### src/rtl/ov7670_cfg_sequencer_if.sv
// Command channel between the configuration sequencer and the SCCB write engine.
// A 16-bit {register, value} word is transferred on the cycle where
// cmd_valid and cmd_ready are both high.
interface ov7670_cfg_sequencer_if;
  logic        cmd_valid;
  logic        cmd_ready;
  logic [15:0] cmd_data;

  modport master (
    output cmd_valid,
    output cmd_data,
    input  cmd_ready
  );

  modport slave (
    input  cmd_valid,
    input  cmd_data,
    output cmd_ready
  );
endinterface

### src/rtl/ov7670_cfg_sequencer.sv
// OV7670 configuration sequencer: walks a per-mode register table, issues
// each {register, value} word over a valid/ready channel, executes embedded
// delay entries and stops on a sentinel word or on table overrun.
module ov7670_cfg_sequencer #(
  parameter int          ADDR_W    = 8,
  parameter int          NUM_MODES = 2,
  parameter int          MODE_W    = 1,
  parameter logic [7:0]  DELAY_REG = 8'hF0,
  parameter logic [15:0] END_WORD  = 16'hFFFF,
  parameter int          WAIT_UNIT = 25000
) (
  input  logic                   clk,
  input  logic                   rst,
  input  logic                   start,
  input  logic [MODE_W-1:0]      mode,
  ov7670_cfg_sequencer_if.master cmd,
  output logic [ADDR_W-1:0]      index,
  output logic                   busy,
  output logic                   finished,
  output logic                   error
);

  localparam int                CYC_W       = (WAIT_UNIT > 1) ? $clog2(WAIT_UNIT) : 1;
  localparam logic [CYC_W-1:0]  CYC_RELOAD  = CYC_W'(WAIT_UNIT - 1);
  localparam logic [ADDR_W-1:0] LAST_IDX    = '1;
  localparam logic [31:0]       NUM_MODES_U = 32'(NUM_MODES);

  typedef enum logic [2:0] {
    S_IDLE,
    S_FETCH,
    S_DECODE,
    S_SEND,
    S_WAIT,
    S_DONE
  } state_t;

  state_t            state_reg, state_next;
  logic [MODE_W-1:0] mode_reg;
  logic [15:0]       word_reg;
  logic [15:0]       cmd_data_reg;
  logic [ADDR_W-1:0] index_reg;
  logic              error_reg;
  logic [7:0]        unit_cnt_reg;
  logic [CYC_W-1:0]  cyc_cnt_reg;

  logic is_end, is_delay, delay_zero, last_slot, cyc_zero, wait_done, mode_bad, step;

  // Register tables. Mode 1 (RGB565) differs from mode 0 (YUV422) only in
  // the COM7 and COM15 format slots. Reads past the sentinel return END_WORD.
  function automatic logic [15:0] rom_word(input logic [MODE_W-1:0] m,
                                           input logic [ADDR_W-1:0] a);
    logic [31:0] ai;
    logic        rgb;
    logic [15:0] w;
    ai  = 32'(a);
    rgb = (32'(m) == 32'd1);
    case (ai)
      32'd0:   w = 16'h1280;                       // COM7: soft reset
      32'd1:   w = {DELAY_REG, 8'h0A};             // let the sensor settle
      32'd2:   w = 16'h1280;                       // repeat reset after settling
      32'd3:   w = rgb ? 16'h1204 : 16'h1200;      // COM7: output format
      32'd4:   w = 16'h8C00;                       // RGB444 off
      32'd5:   w = rgb ? 16'h40D0 : 16'h40C0;      // COM15: range / RGB565
      32'd6:   w = 16'h1101;                       // CLKRC prescaler
      32'd7:   w = 16'h0C00;                       // COM3
      32'd8:   w = 16'h3E00;                       // COM14
      32'd9:   w = {DELAY_REG, 8'h00};             // zero delay: pure skip
      32'd10:  w = 16'h3A04;                       // TSLB
      default: w = END_WORD;
    endcase
    return w;
  endfunction

  assign is_end     = (word_reg == END_WORD);
  assign is_delay   = (word_reg[15:8] == DELAY_REG);
  assign delay_zero = (word_reg[7:0] == 8'h00);
  assign last_slot  = (index_reg == LAST_IDX);
  assign cyc_zero   = (cyc_cnt_reg == '0);
  assign wait_done  = cyc_zero && (unit_cnt_reg <= 8'd1);
  assign mode_bad   = (32'(mode) >= NUM_MODES_U);

  // An entry completes on a handshake, on delay expiry, or on a zero delay.
  assign step = ((state_reg == S_DECODE) && !is_end && is_delay && delay_zero) ||
                ((state_reg == S_SEND) && cmd.cmd_ready) ||
                ((state_reg == S_WAIT) && wait_done);

  // State register.
  always_ff @(posedge clk) begin
    if (rst) state_reg <= S_IDLE;
    else     state_reg <= state_next;
  end

  // Next state: start overrides everything, completing the last slot overruns.
  always_comb begin
    state_next = state_reg;
    if (start) begin
      state_next = S_FETCH;
    end else if (step) begin
      state_next = last_slot ? S_DONE : S_FETCH;
    end else begin
      case (state_reg)
        S_FETCH:  state_next = S_DECODE;
        S_DECODE: begin
          if (is_end)        state_next = S_DONE;
          else if (is_delay) state_next = S_WAIT;
          else               state_next = S_SEND;
        end
        default:  state_next = state_reg;
      endcase
    end
  end

  // Outputs decoded from the current state.
  always_comb begin
    cmd.cmd_valid = 1'b0;
    busy          = 1'b0;
    finished      = 1'b0;
    case (state_reg)
      S_IDLE:  ;
      S_DONE:  finished = 1'b1;
      S_SEND:  begin
        cmd.cmd_valid = 1'b1;
        busy          = 1'b1;
      end
      default: busy = 1'b1;
    endcase
  end

  // Registered table read; the word is only consumed in DECODE, so it needs no reset.
  always_ff @(posedge clk) begin
    if (state_reg == S_FETCH) word_reg <= rom_word(mode_reg, index_reg);
  end

  // Datapath: mode latch, index, error flag, command word and delay counters.
  always_ff @(posedge clk) begin
    if (rst) begin
      mode_reg     <= '0;
      cmd_data_reg <= 16'h0000;
      index_reg    <= '0;
      error_reg    <= 1'b0;
      unit_cnt_reg <= 8'd0;
      cyc_cnt_reg  <= '0;
    end else if (start) begin
      // An out-of-range mode is flagged but the sequence still runs on table 0.
      mode_reg  <= mode_bad ? '0 : mode;
      error_reg <= mode_bad;
      index_reg <= '0;
    end else begin
      if (step) begin
        index_reg <= index_reg + 1'b1;
        if (last_slot) error_reg <= 1'b1;
      end
      case (state_reg)
        S_DECODE: begin
          if (!is_end) begin
            if (is_delay) begin
              unit_cnt_reg <= word_reg[7:0];
              cyc_cnt_reg  <= CYC_RELOAD;
            end else begin
              cmd_data_reg <= word_reg;
            end
          end
        end
        S_WAIT: begin
          if (!cyc_zero) begin
            cyc_cnt_reg <= cyc_cnt_reg - 1'b1;
          end else if (unit_cnt_reg > 8'd1) begin
            unit_cnt_reg <= unit_cnt_reg - 1'b1;
            cyc_cnt_reg  <= CYC_RELOAD;
          end
        end
        default: ;
      endcase
    end
  end

  assign cmd.cmd_data = cmd_data_reg;
  assign index        = index_reg;
  assign error        = error_reg;

endmodule

### src/flat_wrapper.sv
// flat-port wrapper written by rule: the top's interface ports become plain ports
module ov7670_cfg_sequencer_flat 
#(
  parameter int          ADDR_W    = 8,
  parameter int          NUM_MODES = 2,
  parameter int          MODE_W    = 1,
  parameter logic [7:0]  DELAY_REG = 8'hF0,
  parameter logic [15:0] END_WORD  = 16'hFFFF,
  parameter int          WAIT_UNIT = 25000
)
  (clk, rst, start, mode, index, busy, finished, error, cmd_cmd_valid, cmd_cmd_data, cmd_cmd_ready);
  ov7670_cfg_sequencer_if cmd_i ();
  input  logic clk;
  input  logic rst;
  input  logic start;
  input  logic [MODE_W-1:0] mode;
  output logic [ADDR_W-1:0] index;
  output logic busy;
  output logic finished;
  output logic error;
  output wire logic [$bits(cmd_i.cmd_valid)-1:0] cmd_cmd_valid;
  output wire logic [$bits(cmd_i.cmd_data)-1:0] cmd_cmd_data;
  input wire logic [$bits(cmd_i.cmd_ready)-1:0] cmd_cmd_ready;
  assign cmd_cmd_valid = cmd_i.cmd_valid;
  assign cmd_cmd_data = cmd_i.cmd_data;
  assign cmd_i.cmd_ready = cmd_cmd_ready;
  ov7670_cfg_sequencer #(.ADDR_W(ADDR_W), .NUM_MODES(NUM_MODES), .MODE_W(MODE_W), .DELAY_REG(DELAY_REG), .END_WORD(END_WORD), .WAIT_UNIT(WAIT_UNIT)) u_core (.clk(clk), .rst(rst), .start(start), .mode(mode), .cmd(cmd_i), .index(index), .busy(busy), .finished(finished), .error(error));
endmodule
### config.mk
export PLATFORM = sky130hd
export DESIGN_NAME = ov7670_cfg_sequencer_flat
export DESIGN_NICKNAME = d
export VERILOG_FILES = /design/src/rtl/ov7670_cfg_sequencer_if.sv /design/src/rtl/ov7670_cfg_sequencer.sv /design/src/flat_wrapper.sv
export SDC_FILE = /design/constraint.sdc
export NUM_CORES = 1
export LEC_CHECK = 0
export ABC_AREA = 1
export CAP_MARGIN = 15
export CORE_MARGIN = 4
export CORE_UTILIZATION = 43
export DETAILED_ROUTE_END_ITERATION = 8
export SYNTH_ARGS = -nofsm -noshare
export SYNTH_HDL_FRONTEND = slang
export SYNTH_SLANG_ARGS = --single-unit
### constraint.sdc
create_clock -name clk -period 4.7 [get_ports clk]
set_clock_uncertainty 0.05 [all_clocks]
set_input_delay 0.705 -clock clk [delete_from_list [all_inputs] [get_ports clk]]
set_output_delay 0.705 -clock clk [all_outputs]
set_load 0.005 [all_outputs]
==> Word level (Yosys, flattened, before mapping) <==
Index checks and enable logic that the tools add are counted.
{ "totals": {"register_bits": 68, "output_inout_bits": 28} }
{ "op_classes": {"add_sub_neg": 3, "eq_ne": 23, "mux": 22, "n_reduce_logical": 23, "magnitude_cmp": 2, "bitwise": 3} }
{ "op_table": {"columns": ["cell", "count"], "rows": [
  ["$pmux 16 s10", 1],
  ["$mux 15", 4],
  ["$eq 8x3->1 const B", 4],
  ["$mux 8", 4],
  ["$pmux 15 s2", 1],
  ["$eq 8x4->1 const B", 3],
  ["$eq 16x16->1 const B", 1],
  ["$eq 8x2->1 const B", 2],
  ["$eq 8x8->1 const B", 2],
  ["$logic_not 8->1", 2],
  ["$pmux 8 s2", 1],
  ["$logic_not 15->1", 1],
  ["$mux 3", 5],
  ["$sub 15x1->15 const B", 1],
  ["$add 8x1->8 const B", 1],
  ["$eq 8x1->1 const B", 1],
  ["$gt 8x1->1 const B", 1],
  ["$le 8x1->1 const B", 1],
  ["$sub 8x1->8 const B", 1],
  ["$eq 3x2->1 const B", 2],
  ["$eq 3x3->1 const B", 2],
  ["$logic_and 1x1->1", 6],
  ["$pmux 3 s2", 1],
  ["$reduce_and 6->1", 1],
  ["17 further kinds", 27]
]} }

==> Logic depth before layout (Yosys ltp) <==
{ "depth": {"word_depth": 9, "mapped_depth": 13, "ltp_nobuf": 12} }

==> Least setup slack after synthesis <==
OpenSTA, ideal clock, no wires.
{ "synth_timing": {"path_kind": "register -> register", "from": "register u_core.index_reg[0], in the netlist u_core.index[0]", "to": "register u_core.word_reg[2], data pin", "path_buffers": 1, "arrival_time_ns": 1.396, "synth_period_minus_slack_ns": 1.703, "slack_ns": 2.997, "t_required_ns": 4.393, "path_stages_with_launch": 11, "path_cell_list": "dfxtp_1 -> inv_1 -> ha_1 -> inv_1 -> nor3_1 -> nor2_1 -> nand2_1 -> nor2_2 -> inv_1 -> buf_4 -> nand2_1"} }
{ "synth_via": {"elab_chain_len": 3, "word_cells_on_any_way": 13, "cone_classes": "10 x eq/ne; 1 x mux; 2 x reduce/logical"} }
{ "synth_rtl": {"columns": ["item", "line", "rtl"], "rows": [
  ["start: declaration", "ov7670_cfg_sequencer.sv:41", "logic [ADDR_W-1:0] index_reg;"],
  ["start signal: assignment", "ov7670_cfg_sequencer.sv:150", "index_reg <= index_reg + 1'b1;"],
  ["$eq 8x2->1 or $logic_not 8->1 (tied branches)", "ov7670_cfg_sequencer.sv:57", "case (ai)"],
  ["$reduce_or 2->1 (no source line)", null, null],
  ["$pmux 16 s10 *", "ov7670_cfg_sequencer.sv:57", null],
  ["end signal: assignment", "ov7670_cfg_sequencer.sv:131", "if (state_reg == S_FETCH) word_reg <= rom_word(mode_reg, index_reg);"],
  ["end: declaration", "ov7670_cfg_sequencer.sv:39", "logic [15:0] word_reg;"]
]} }
Mark *: on every way between the ends. The rest lies on a longest branch, timed or not.
A chain may end at the register's enable or synchronous reset.

==> Worst setup path in the final report <==
{ "layout_timing": {"from": "input port rst", "to": "register u_core.state_reg[1]"} }
{ "layout_via": {"elab_chain_len": 1} }
{ "layout_rtl": {"columns": ["item", "line", "rtl"], "rows": [
  ["start: declaration", "flat_wrapper.sv:14", "input logic rst;"],
  ["$reduce_or 2->1 (no source line)", null, null],
  ["end signal: assignment", "ov7670_cfg_sequencer.sv:90", "else state_reg <= state_next;"],
  ["end: declaration", "ov7670_cfg_sequencer.sv:37", "state_t state_reg, state_next;"]
]} }
Every way passes these cells.

==> results.md <==
- Status: finished clean
- Post-Syn Instances: 521
- Tot Pwr: 1.36 mW
- Postcts setup bufs: 0
- Clock Latency Late Sink: 0.34 ns
- Post-DR wirelength/cell: 12.6 µm
- Net Sw Frac: 0.268
- # port buffers: 32
- Clk sinks: 64
- Worst-Margin Slew: 1.05 ns
- Vias per cell: 5.02
- Tcrit/Tclk final: 0.539
- Met2 Track Usage GR: 0.293
- CP max-delay cell: clkdlybuf4s50_1
- Setup repair after global routing missed its margin: false
- Syn Std Cell Area: 0.00367 mm²
- Most common cell after layout, fill and taps aside: nand2_1
- Top Usage Layer GRT: met2
- Routed WL: 8320 µm
- Hold_ws: 0.416 ns
- Grt ovf: 0
- Final setup fails: 0
- Placed cell areas: 0.00401 mm²
- Seq cells post-synth: 64
- Cell Chain, Critical Path: clkdlybuf4s50_1, nor2_1, o21ai_0, a211oi_1
- CP max FO: 28
- Nets@finish: 560
- Fmax: 0.395 GHz
- First-pass GRT wire length: 14,400 µm
- Initial antenna violation count: 0
- I/O pin count: 33
- Post_cts resized: 0
- Worst-case clock buffer depth: 2
- Global placement routability congestion: 0.879
- Distinct cell type count after synthesis: 38
- Final Cell Area: 0.00426 mm²
- Post-Syn Nets: 533
- Inserted Diodes: 0
- H-tree Lvls: 3
- Routed Antenna Nets: 0
- Data required, critical path: 4.90 ns
- Setup slack, reg-to-reg: 2.50 ns
- CP Launch Type: input pin
- Die Area: 0.0101 mm²
- Max FFs per register: 15
- Top delay family on crit path: buffers and inverters
- Drt drc: 0
- Tightest Hold Check Type: flip-flop to flip-flop
- Reg power frac: 0.441
- Max_cap viols: 0
- Die Ht: 100 µm
- Max-slew violations: 0
- Worst reg2reg path depth: 8
- Setup crit end kind: flip-flop
- Vias in the first global route: 3,128
- Most frequent cells in the layout: nand2_1 (132), nor2_1 (68), inv_1 (55)
- Core footprint: 0.00826 mm²
- Worst r2r dst: u_core.cmd.cmd_data[14]
- Met1 Use GR: 0.220
- TritonCTS Buffers: 9
- Pwr Density: 320 mW/mm²
- GR Util met3: 0.0424
- GRT Total Usage: 0.173
- Post-Syn Area per Cell: 7.04 µm²
- Leakage power: 1.78 nW
- Power Internal: 0.997 mW
- Crit Path Class: input pin to flip-flop
- Slew margin rel.: 0.299
- Worst-path clk slew: 0.07 ns
- Fin Setup TNS: 0 ns
- RR Startpoint: u_core.word_reg[8]
- DR vias: 3,304
- PnR worst setup slack: 2.17 ns
- Layout cell share with drive strength beyond 1: 0.101
- Hold Path End: u_core.cmd.cmd_data[6]
- Hold Fails Final Rpt: 0
- Pre-CTS setup slack: 1.80 ns
- Detail Placement HPWL: 6070 µm
- Initial Util: 0.444
- Worst path bufs/invs: 1
- Largest net degree at the start of global routing: 29
- Peak supply drop: 0.000144 V
- Arrival @ worst endpoint: 2.73 ns
- Post-synthesis sequential area ratio: 0.388
- Worst hold stages: 2
- Layout area overhead: 16.2%
- CTS tree: yes
- Pre-antenna DRT Iters: 5
- Clock power share: 0.440
- Hold Buf Count CTS: 0
- Combinational power share: 0.119
- Synthesis warning total: 0
- Iteration-0 DRC Markers: 94
- Net switching power: 0.366 mW
- Max stage delay on crit path: 0.94 ns
- Die X: 100 µm
- Rows: 33
- Clock root cell: clkbuf_8
- Min-Delay Startpoint: u_core.cmd.cmd_data[6]
- Fin crit period: 2.53 ns
## routing by layer
metal / vias to the layer above / part of all wire
met2: 51 / 0.48
met4: 0 / 0.012
met5: - / 0
met1: 1520 / 0.47
met3: 10 / 0.031
li1: 1723 / -
## cells in the mapped netlist (all sizes together)
| master | n | area [µm²] |
|---|---|---|
| a41oi | 1 | 8.76 |
| ha | 7 | 87.6 |
| a211oi | 1 | 7.51 |
| nor3b | 3 | 22.5 |
| nor2 | 83 | 387 |
| nand4 | 8 | 56.3 |
| o31ai | 1 | 7.51 |
| inv | 60 | 228 |
| xor2 | 9 | 78.8 |
| nand3b | 1 | 7.51 |
| dfxtp | 50 | 1000 |
| o21ai | 28 | 144 |
| nor3 | 10 | 50.1 |
| clkinv | 2 | 7.51 |
| buf | 9 | 81.3 |
| a21oi | 37 | 193 |
| and3 | 1 | 6.26 |
| edfxtp | 14 | 420 |
| a31oi | 1 | 6.26 |
| nand2 | 145 | 602 |
| clkbuf | 7 | 26.3 |
| nand3 | 43 | 238 |
## metrics by stage
step,utilization,cells
floorplan,-,521
global placement,0.486,642
detailed placement,0.486,642
CTS,0.516,658
global route,0.516,658
finish,0.516,658
## area by class of cell
cell class,count,area (µm²)
clock buffer,9,124
clock inverter,7,128
fill,817,4000
inverter,62,235
multi-input combinational,379,1900
sequential,64,1420
tap,105,131
timing repair buffer,32,320
## worst reg2reg max path, delay by kind of cell, from the launching register on
family	cells	cell delay, ns
compound gates	2	0.16
flops	1	0.49
simple gates	6	1.35
## cells by family after synthesis
kind of cell / share of synthesized area
simple gates: 0.373
flops: 0.388
fa+ha+maj: 0.0239
xor+xnor: 0.0215
buf+inv: 0.0935
compound gates: 0.100
## worst max-delay path by stage
stage                          from                   to  cells past startpoint
floorplan           u_core.index[0]   u_core.word_reg[2]                     10
global placement                rst  u_core.state_reg[1]                      4
detailed placement              rst  u_core.state_reg[1]                      4
CTS                             rst  u_core.state_reg[1]                      4
global route                    rst  u_core.state_reg[1]                      4
finish                          rst  u_core.state_reg[1]                      4
## power by group through the flow
stage | clock, mW | sequential [mW] | combinational (mW)
5_1_grt | 0.639 | 0.604 | 0.183
2_1_floorplan | 0 | 0.608 | 0.126
4_1_cts | 0.614 | 0.600 | 0.164
3_3_place_gp | 0 | 0.613 | 0.160
6_report | 0.599 | 0.601 | 0.162
3_5_place_dp | 0 | 0.613 | 0.163
Note: power is estimated with default switching activity, not from simulation.
